===== src/rtl/serial_subtractor_if.sv =====
// rtl/serial_subtractor_if.sv - request/result bundle for the bit-serial subtractor
interface serial_subtractor_if #(
    parameter int WIDTH = 8
);
    logic             start;
    logic [WIDTH-1:0] a;
    logic [WIDTH-1:0] b;
    logic [WIDTH-1:0] diff;
    logic             bout;
    logic             busy;
    logic             done;

    modport master (
        output start, a, b,
        input  diff, bout, busy, done
    );

    modport slave (
        input  start, a, b,
        output diff, bout, busy, done
    );
endinterface


===== src/rtl/serial_subtractor.sv =====
// rtl/serial_subtractor.sv - LSB-first unsigned a-b, one bit per clock with a borrow flop
module serial_subtractor #(
    parameter int WIDTH = 8
) (
    input  logic                 clk,
    input  logic                 rst,
    serial_subtractor_if.slave   sif
);
    localparam int CW = (WIDTH > 2) ? $clog2(WIDTH) : 1;

    typedef enum logic [1:0] {
        IDLE  = 2'd0,
        SHIFT = 2'd1,
        DONE  = 2'd2
    } state_t;

    state_t           state_q;
    state_t           state_d;
    logic [WIDTH-1:0] ra;
    logic [WIDTH-1:0] rb;
    logic             br;
    logic [CW-1:0]    cnt;
    logic             d;
    logic             nb;
    logic             last;

    assign d    = ra[0] ^ rb[0] ^ br;
    assign nb   = (~ra[0] & rb[0]) | (~(ra[0] ^ rb[0]) & br);
    assign last = (cnt == CW'(WIDTH - 1));

    always_ff @(posedge clk or posedge rst) begin
        if (rst) begin
            state_q <= IDLE;
        end else begin
            state_q <= state_d;
        end
    end

    always_comb begin
        state_d = state_q;
        case (state_q)
            IDLE:    if (sif.start) state_d = SHIFT;
            SHIFT:   if (last) state_d = DONE;
            DONE:    state_d = IDLE;
            default: state_d = IDLE;
        endcase
    end

    always_comb begin
        sif.busy = 1'b0;
        sif.done = 1'b0;
        case (state_q)
            SHIFT:   sif.busy = 1'b1;
            DONE:    sif.done = 1'b1;
            default: ;
        endcase
    end

    // ra doubles as the result register: each difference bit enters at the MSB
    // as the consumed minuend bit leaves at the LSB.
    always_ff @(posedge clk or posedge rst) begin
        if (rst) begin
            ra       <= '0;
            rb       <= '0;
            br       <= 1'b0;
            cnt      <= '0;
            sif.diff <= '0;
            sif.bout <= 1'b0;
        end else begin
            case (state_q)
                IDLE: begin
                    if (sif.start) begin
                        ra  <= sif.a;
                        rb  <= sif.b;
                        br  <= 1'b0;
                        cnt <= '0;
                    end
                end
                SHIFT: begin
                    ra  <= {d, ra[WIDTH-1:1]};
                    rb  <= {1'b0, rb[WIDTH-1:1]};
                    br  <= nb;
                    cnt <= cnt + 1'b1;
                    if (last) begin
                        sif.diff <= {d, ra[WIDTH-1:1]};
                        sif.bout <= nb;
                    end
                end
                default: ;
            endcase
        end
    end
endmodule

===== src/flat_wrapper.sv =====
// flat-port wrapper written by rule: the top's interface ports become plain ports
module serial_subtractor_flat 
#(
    parameter int WIDTH = 8
)
  (clk, rst, sif_start, sif_a, sif_b, sif_diff, sif_bout, sif_busy, sif_done);
  serial_subtractor_if #(.WIDTH(WIDTH)) sif_i ();
  input  logic clk;
  input  logic rst;
  input wire logic [$bits(sif_i.start)-1:0] sif_start;
  input wire logic [$bits(sif_i.a)-1:0] sif_a;
  input wire logic [$bits(sif_i.b)-1:0] sif_b;
  output wire logic [$bits(sif_i.diff)-1:0] sif_diff;
  output wire logic [$bits(sif_i.bout)-1:0] sif_bout;
  output wire logic [$bits(sif_i.busy)-1:0] sif_busy;
  output wire logic [$bits(sif_i.done)-1:0] sif_done;
  assign sif_i.start = sif_start;
  assign sif_i.a = sif_a;
  assign sif_i.b = sif_b;
  assign sif_diff = sif_i.diff;
  assign sif_bout = sif_i.bout;
  assign sif_busy = sif_i.busy;
  assign sif_done = sif_i.done;
  serial_subtractor #(.WIDTH(WIDTH)) u_core (.clk(clk), .rst(rst), .sif(sif_i));
endmodule

===== config.mk =====
export PLATFORM = sky130hd
export DESIGN_NAME = serial_subtractor_flat
export DESIGN_NICKNAME = d
export VERILOG_FILES = /design/src/rtl/serial_subtractor_if.sv /design/src/rtl/serial_subtractor.sv /design/src/flat_wrapper.sv
export SDC_FILE = /design/constraint.sdc
export NUM_CORES = 1
export LEC_CHECK = 0
export ABC_AREA = 1
export CAP_MARGIN = 0
export CORE_UTILIZATION = 35
export DETAILED_ROUTE_END_ITERATION = 12
export GPL_ROUTABILITY_DRIVEN = 0
export PLACE_DENSITY = 0.6
export SETUP_SLACK_MARGIN = 0.2
export SKIP_CTS_REPAIR_TIMING = 1
export SLEW_MARGIN = 5
export SYNTH_ARGS = -nofsm -noshare
export SYNTH_HDL_FRONTEND = slang
export SYNTH_SLANG_ARGS = --single-unit
export TNS_END_PERCENT = 30

===== constraint.sdc =====
create_clock -name clk -period 2.25 [get_ports clk]
set_clock_uncertainty 0.05 [all_clocks]
set_input_delay 0.225 -clock clk [delete_from_list [all_inputs] [get_ports clk]]
set_output_delay 0.225 -clock clk [all_outputs]
set_load 0.01 [all_outputs]

# Word level (Yosys, flattened, before mapping)
# Cells that the tools add are included.
[totals] register_bits=31 input_bits=19 out_inout_bits=11 wordCells=38
[op_classes] addsub=1 n_eq_ne=5 muxes=13 n_bitwise=7 n_reduce_logical=5
[op_table] op="$pmux 8 s2" n=2
[op_table] op="$mux 8" n=2
[op_table] op="$pmux 3 s2" n=1
[op_table] op="$reduce_and 2->1" n=3
[op_table] op="$mux 2" n=2
[op_table] op="$pmux 2 s2" n=1
[op_table] op="$add 3x1->3 const B" n=1
[op_table] op="$eq 3x3->1 const B" n=1
[op_table] op="$mux 1" n=3
[op_table] op="$mux 3" n=1
[op_table] op="$and 1x1->1" n=2
[op_table] op="$eq 2x1->1 const B" n=1
[op_table] op="$eq 2x2->1 const B" n=1
[op_table] op="$logic_not 2->1" n=1
[op_table] op="$ne 2x1->1 const B" n=1
[op_table] op="$ne 2x2->1 const B" n=1
[op_table] op="$not 1->1" n=2
[op_table] op="$pmux 1 s2" n=1
[op_table] op="$reduce_bool 2->1" n=1
[op_table] op="$xor 1x1->1" n=2
[op_table] op="$or 1x1->1" n=1

# Logic depth before layout (Yosys ltp)
[depth] word_depth=5 mapped_depth=7

# Worst setup path after synthesis
# OpenSTA, ideal clock, no wires.
[synth_timing] path_kind="reg2reg" startpoint="register u_core.rb[0]" endpoint="register u_core.ra[7]" arrival_time_ns=1.101 path_slack_ns=0.982 stages_incl_launch_ff=7 cell_sequence="dfrtp_1 > inv_1 > fa_1 > inv_1 > nand3_1 > nand3_1 > nand2_1"
[synth_via] elab_chain_cells=3
[synth_rtl] element="from (decl)" line="serial_subtractor.sv:20" source="logic [WIDTH-1:0] rb;"
[synth_rtl] element="from (signal assigned)" line="serial_subtractor.sv:74" source="rb <= sif.b;"
[synth_rtl] element="from (signal assigned)" line="serial_subtractor.sv:81" source="rb <= {1'b0, rb[WIDTH-1:1]};"
[synth_rtl] element="$xor 1x1->1 (2 in a row)" line="serial_subtractor.sv:27" source="assign d = ra[0] ^ rb[0] ^ br;"
[synth_rtl] element="via u_core.d" line="serial_subtractor.sv:23" source="logic d;"
[synth_rtl] element="$pmux 8 s2" line="serial_subtractor.sv:70" source="case (state_q)"
[synth_rtl] element="to (signal assigned)" line="serial_subtractor.sv:73" source="ra <= sif.a;"
[synth_rtl] element="to (signal assigned)" line="serial_subtractor.sv:80" source="ra <= {d, ra[WIDTH-1:1]};"
[synth_rtl] element="to (decl)" line="serial_subtractor.sv:19" source="logic [WIDTH-1:0] ra;"
# The timed path passes the listed nets, and every way through them passes these cells.
# A chain may end at the register's enable or synchronous reset.

# Worst setup path after layout
[layout_timing] startpoint="register u_core.state_q[1]" endpoint="output port sif_done"
[layout_via] elab_chain_cells=2
[layout_rtl] element="from (decl)" line="serial_subtractor.sv:17" source="state_t state_q;"
[layout_rtl] element="from (signal assigned)" line="serial_subtractor.sv:35" source="state_q <= state_d;"
[layout_rtl] element="$eq 2x2->1" line="serial_subtractor.sv:52" source="case (state_q)"
[layout_rtl] element="$mux 1" line="serial_subtractor.sv:52"
[layout_rtl] element="to (decl)" line="flat_wrapper.sv:16" source="output wire logic [$bits(sif_i.done)-1:0] sif_done;"
# Every way passes these cells.

==> run_summary.xml <==
<?xml version="1.0" encoding="UTF-8"?>
<metrics>
  <group name="run_status">
    <metric name="outcome" unit="">finished clean</metric>
  </group>
  <group name="layout">
    <metric name="finalInstanceArea" unit="µm²">1950</metric>
    <metric name="register_area" unit="µm²">776</metric>
    <metric name="area_growth_from_synthesis_to_layout" unit="%">28.8</metric>
    <metric name="n_diodes" unit="">0</metric>
    <metric name="layout_common_cells" unit="">sky130_fd_sc_hd__nand2_1 (68), sky130_fd_sc_hd__nand3_1 (33), sky130_fd_sc_hd__dfrtp_1 (31)</metric>
    <metric name="layout.cells.most_common" unit="">sky130_fd_sc_hd__nand2_1</metric>
    <metric name="final_layout_net_count" unit="">237</metric>
    <metric name="count_of_fill_cells_added_during_filler_insertion" unit="">421</metric>
    <metric name="multi_input_area" unit="µm²">589</metric>
    <metric name="final_layout_size_suffix_gt1_share" unit="%">10.2</metric>
  </group>
  <group name="grt">
    <metric name="groute.usage.overall" unit="%">15.6</metric>
    <metric name="wire_length_of_the_first_global_routing_pass" unit="mm">4.97</metric>
    <metric name="grt_max_degree" unit="">32</metric>
    <metric name="global_route.overflow_total" unit="">0</metric>
    <metric name="grt_pass1_vias" unit="">1072</metric>
    <metric name="grt_antenna_before_repair" unit="">0</metric>
  </group>
  <group name="timing">
    <metric name="maxSlewViolCount" unit="">0</metric>
    <metric name="unrepaired_setup_endpoints_after_global_routing" unit="">false</metric>
    <metric name="hold_viol" unit="">0</metric>
    <metric name="period_share" unit="%">82.5</metric>
    <metric name="fin_hold_ws" unit="ps">272</metric>
    <metric name="clock.fmax" unit="GHz">0.538</metric>
    <metric name="min_period" unit="ps">1860</metric>
    <metric name="totalNegativeSetupSlack" unit="ps">0</metric>
    <metric name="worstMarginPinSlew" unit="ps">389</metric>
    <metric name="post-route-worst-setup-slack" unit="ps">393</metric>
    <metric name="max_slew_headroom" unit="%">74.1</metric>
    <metric name="timing.final.setup_violations" unit="">0</metric>
  </group>
  <group name="routing">
    <metric name="route.detailed.vias_per_inst" unit="">4.57</metric>
    <metric name="route.detailed.drc" unit="">0</metric>
    <metric name="drtPass1Iterations" unit="">4</metric>
    <metric name="post_drt_wl_per_cell" unit="µm">11.3</metric>
    <metric name="vias" unit="">1215</metric>
    <metric name="totalWireLength" unit="mm">2.99</metric>
    <metric name="detail-route-antenna-nets" unit="">0</metric>
    <metric name="drt_iter0_markers" unit="">71</metric>
  </group>
  <group name="placed_design">
    <metric name="preCtsSetupSlack" unit="ps">676</metric>
    <metric name="hpwlAfterDp" unit="mm">2.12</metric>
    <metric name="postPlaceCellArea" unit="µm²">1830</metric>
    <metric name="numPortBuffers" unit="">29</metric>
  </group>
  <group name="synth">
    <metric name="synth.avg_cell_area" unit="µm²">8.27</metric>
    <metric name="synth.yosys.seq_area_share" unit="%">51.2</metric>
    <metric name="mappedNetlistNets" unit="">205</metric>
    <metric name="synth_top_area_share" unit="%">51.2</metric>
    <metric name="synth.yosys.warnings" unit="">0</metric>
    <metric name="netlist.top_cell.by_area" unit="">sky130_fd_sc_hd__dfrtp_1</metric>
    <metric name="count_of_unique_library_cells_instantiated_by_yosys" unit="">18</metric>
    <metric name="ys_ff_latch" unit="">31</metric>
    <metric name="count_of_mapped_cells_out_of_synthesis" unit="">183</metric>
    <metric name="post_synth_instance_area" unit="µm²">1510</metric>
    <metric name="synthTopCellsByArea" unit="">sky130_fd_sc_hd__dfrtp_1 (51%), sky130_fd_sc_hd__nand2_1 (17%), sky130_fd_sc_hd__nand3_1 (11%)</metric>
  </group>
  <group name="critical_path">
    <metric name="required" unit="ps">1980</metric>
    <metric name="critPathMaxFanout" unit="">14</metric>
    <metric name="timing_worst_setup_path_type" unit="">flip-flop to output port</metric>
    <metric name="timing.critical_path.from_type" unit="">flip-flop</metric>
    <metric name="worstPathArrival" unit="ps">1580</metric>
    <metric name="critPathCaptureType" unit="">output port</metric>
  </group>
  <group name="clock_network">
    <metric name="tritoncts" unit="">done</metric>
    <metric name="cts_buffer_depth" unit="">2</metric>
    <metric name="clock_tree.htree_level_count" unit="">2</metric>
    <metric name="cts-buffers-inserted" unit="">5</metric>
    <metric name="clk-insertion-delay-late" unit="ps">280</metric>
    <metric name="path_clk_slew" unit="ps">70</metric>
    <metric name="cts_root_buf" unit="">sky130_fd_sc_hd__clkbuf_8</metric>
    <metric name="tritoncts_num_sinks" unit="">31</metric>
  </group>
  <group name="floorplan">
    <metric name="die_h" unit="µm">67.8</metric>
    <metric name="total_die_area" unit="µm²">4590</metric>
    <metric name="top_level_ports" unit="">30</metric>
    <metric name="core_area" unit="µm²">4090</metric>
    <metric name="chipWidth" unit="µm">67.8</metric>
    <metric name="floorplan.initialDensity" unit="%">37.0</metric>
    <metric name="fp-row-count" unit="">23</metric>
  </group>
  <group name="power_and_ir_drop">
    <metric name="p_per_area" unit="nW/µm²">1380</metric>
    <metric name="max-vdd-ir-drop" unit="mV">0.682</metric>
    <metric name="cellLeakagePower" unit="nW">1.02</metric>
  </group>
  <group name="job">
    <metric name="maxCapViolCount" unit="">0</metric>
  </group>
  <group name="min_path">
    <metric name="hp-class" unit="">primary input to async pin</metric>
  </group>
</metrics>
critical path, cell delays in order (launching register included):
cell                              delay (ps)
sky130_fd_sc_hd__dfrtp_1                 470
sky130_fd_sc_hd__inv_2                   170
sky130_fd_sc_hd__nor2_1                  130
sky130_fd_sc_hd__clkdlybuf4s50_1         540
logic make-up after synthesis:
| kind of cell | count (synthesis) | share of synthesized area (%) |
|---|---|---|
| and+or+nand+nor | 110 | 32.9 |
| adders and majority gates | 3 | 2.97 |
| buffers and inverters | 32 | 9.83 |
| AOI/OAI and AO/OA | 7 | 3.06 |
| DFF | 31 | 51.2 |
power by group:
part	switching [mW]	internal [mW]	leakage, nW
clock	0.201	0.358	0.0612
combinational	0.634	0.504	0.582
sequential	0.160	0.828	0.379
total	0.996	1.69	1.02
metal layers:
metal	vias to the layer above	track usage, %	routed length (µm)
met4	0	6.25	34
met2	28	23.5	1380
li1	627	-	-
met1	558	19.3	1420
met5	-	0	0
met3	2	7.09	159
path summary, 6_finish.rpt:
kind | cells after the start | endpoint | startpoint | slack (ps)
worst max-delay path | 3 | sif_done | u_core.state_q[1] | 390
min in group clk | 2 | u_core.cnt[1] | u_core.cnt[1] | 430
worst min-delay path | 3 | u_core.sif.diff[2] | rst | 270
worst min register to register | 2 | u_core.cnt[1] | u_core.cnt[1] | 430
max in group asynchronous | 3 | u_core.rb[2] | rst | 1590
worst max register to register | 6 | u_core.rb[3] | u_core.state_q[1] | 760
cells in the mapped netlist:
library cell              count
sky130_fd_sc_hd__a21oi_1      2
sky130_fd_sc_hd__buf_2        3
sky130_fd_sc_hd__buf_6        3
sky130_fd_sc_hd__dfrtp_1     31
sky130_fd_sc_hd__fa_1         1
sky130_fd_sc_hd__ha_1         2
sky130_fd_sc_hd__inv_1       22
sky130_fd_sc_hd__inv_2        3
sky130_fd_sc_hd__inv_4        1
sky130_fd_sc_hd__nand2_1     68
sky130_fd_sc_hd__nand2_2      1
sky130_fd_sc_hd__nand2_4      3
sky130_fd_sc_hd__nand3_1     33
sky130_fd_sc_hd__nor2_1       3
sky130_fd_sc_hd__nor2_8       1
sky130_fd_sc_hd__o21ai_0      2
sky130_fd_sc_hd__o21ai_2      3
sky130_fd_sc_hd__or2_0        1
sequential cells by signal, indices dropped and copies added, names as in the netlist:
| register | cells |
|---|---|
| u_core.state_q | 2 |
| u_core.sif.bout | 1 |
| u_core.rb | 8 |
| u_core.br | 1 |
| u_core.ra | 8 |
| u_core.sif.diff | 8 |
| u_core.cnt | 3 |
layout make-up:
class	count	area share, %
Multi-Input combinational cell	120	30.2
Clock inverter	2	1.80
Sequential cell	31	39.8
Clock buffer	6	4.23
Inverter	26	5.13
Timing Repair Buffer	31	15.7
Tap cell	50	3.21
through the flow:
step                      std cells  utilization (%)  total power [mW]
after floorplan                 183                -              1.79
after global placement          258             44.9              2.12
after detailed placement        258             44.9              2.15
after CTS                       266             47.7              2.72
after global routing            266             47.7              2.94
final                           266             47.7              2.69
(Power assumes the default switching activity.)
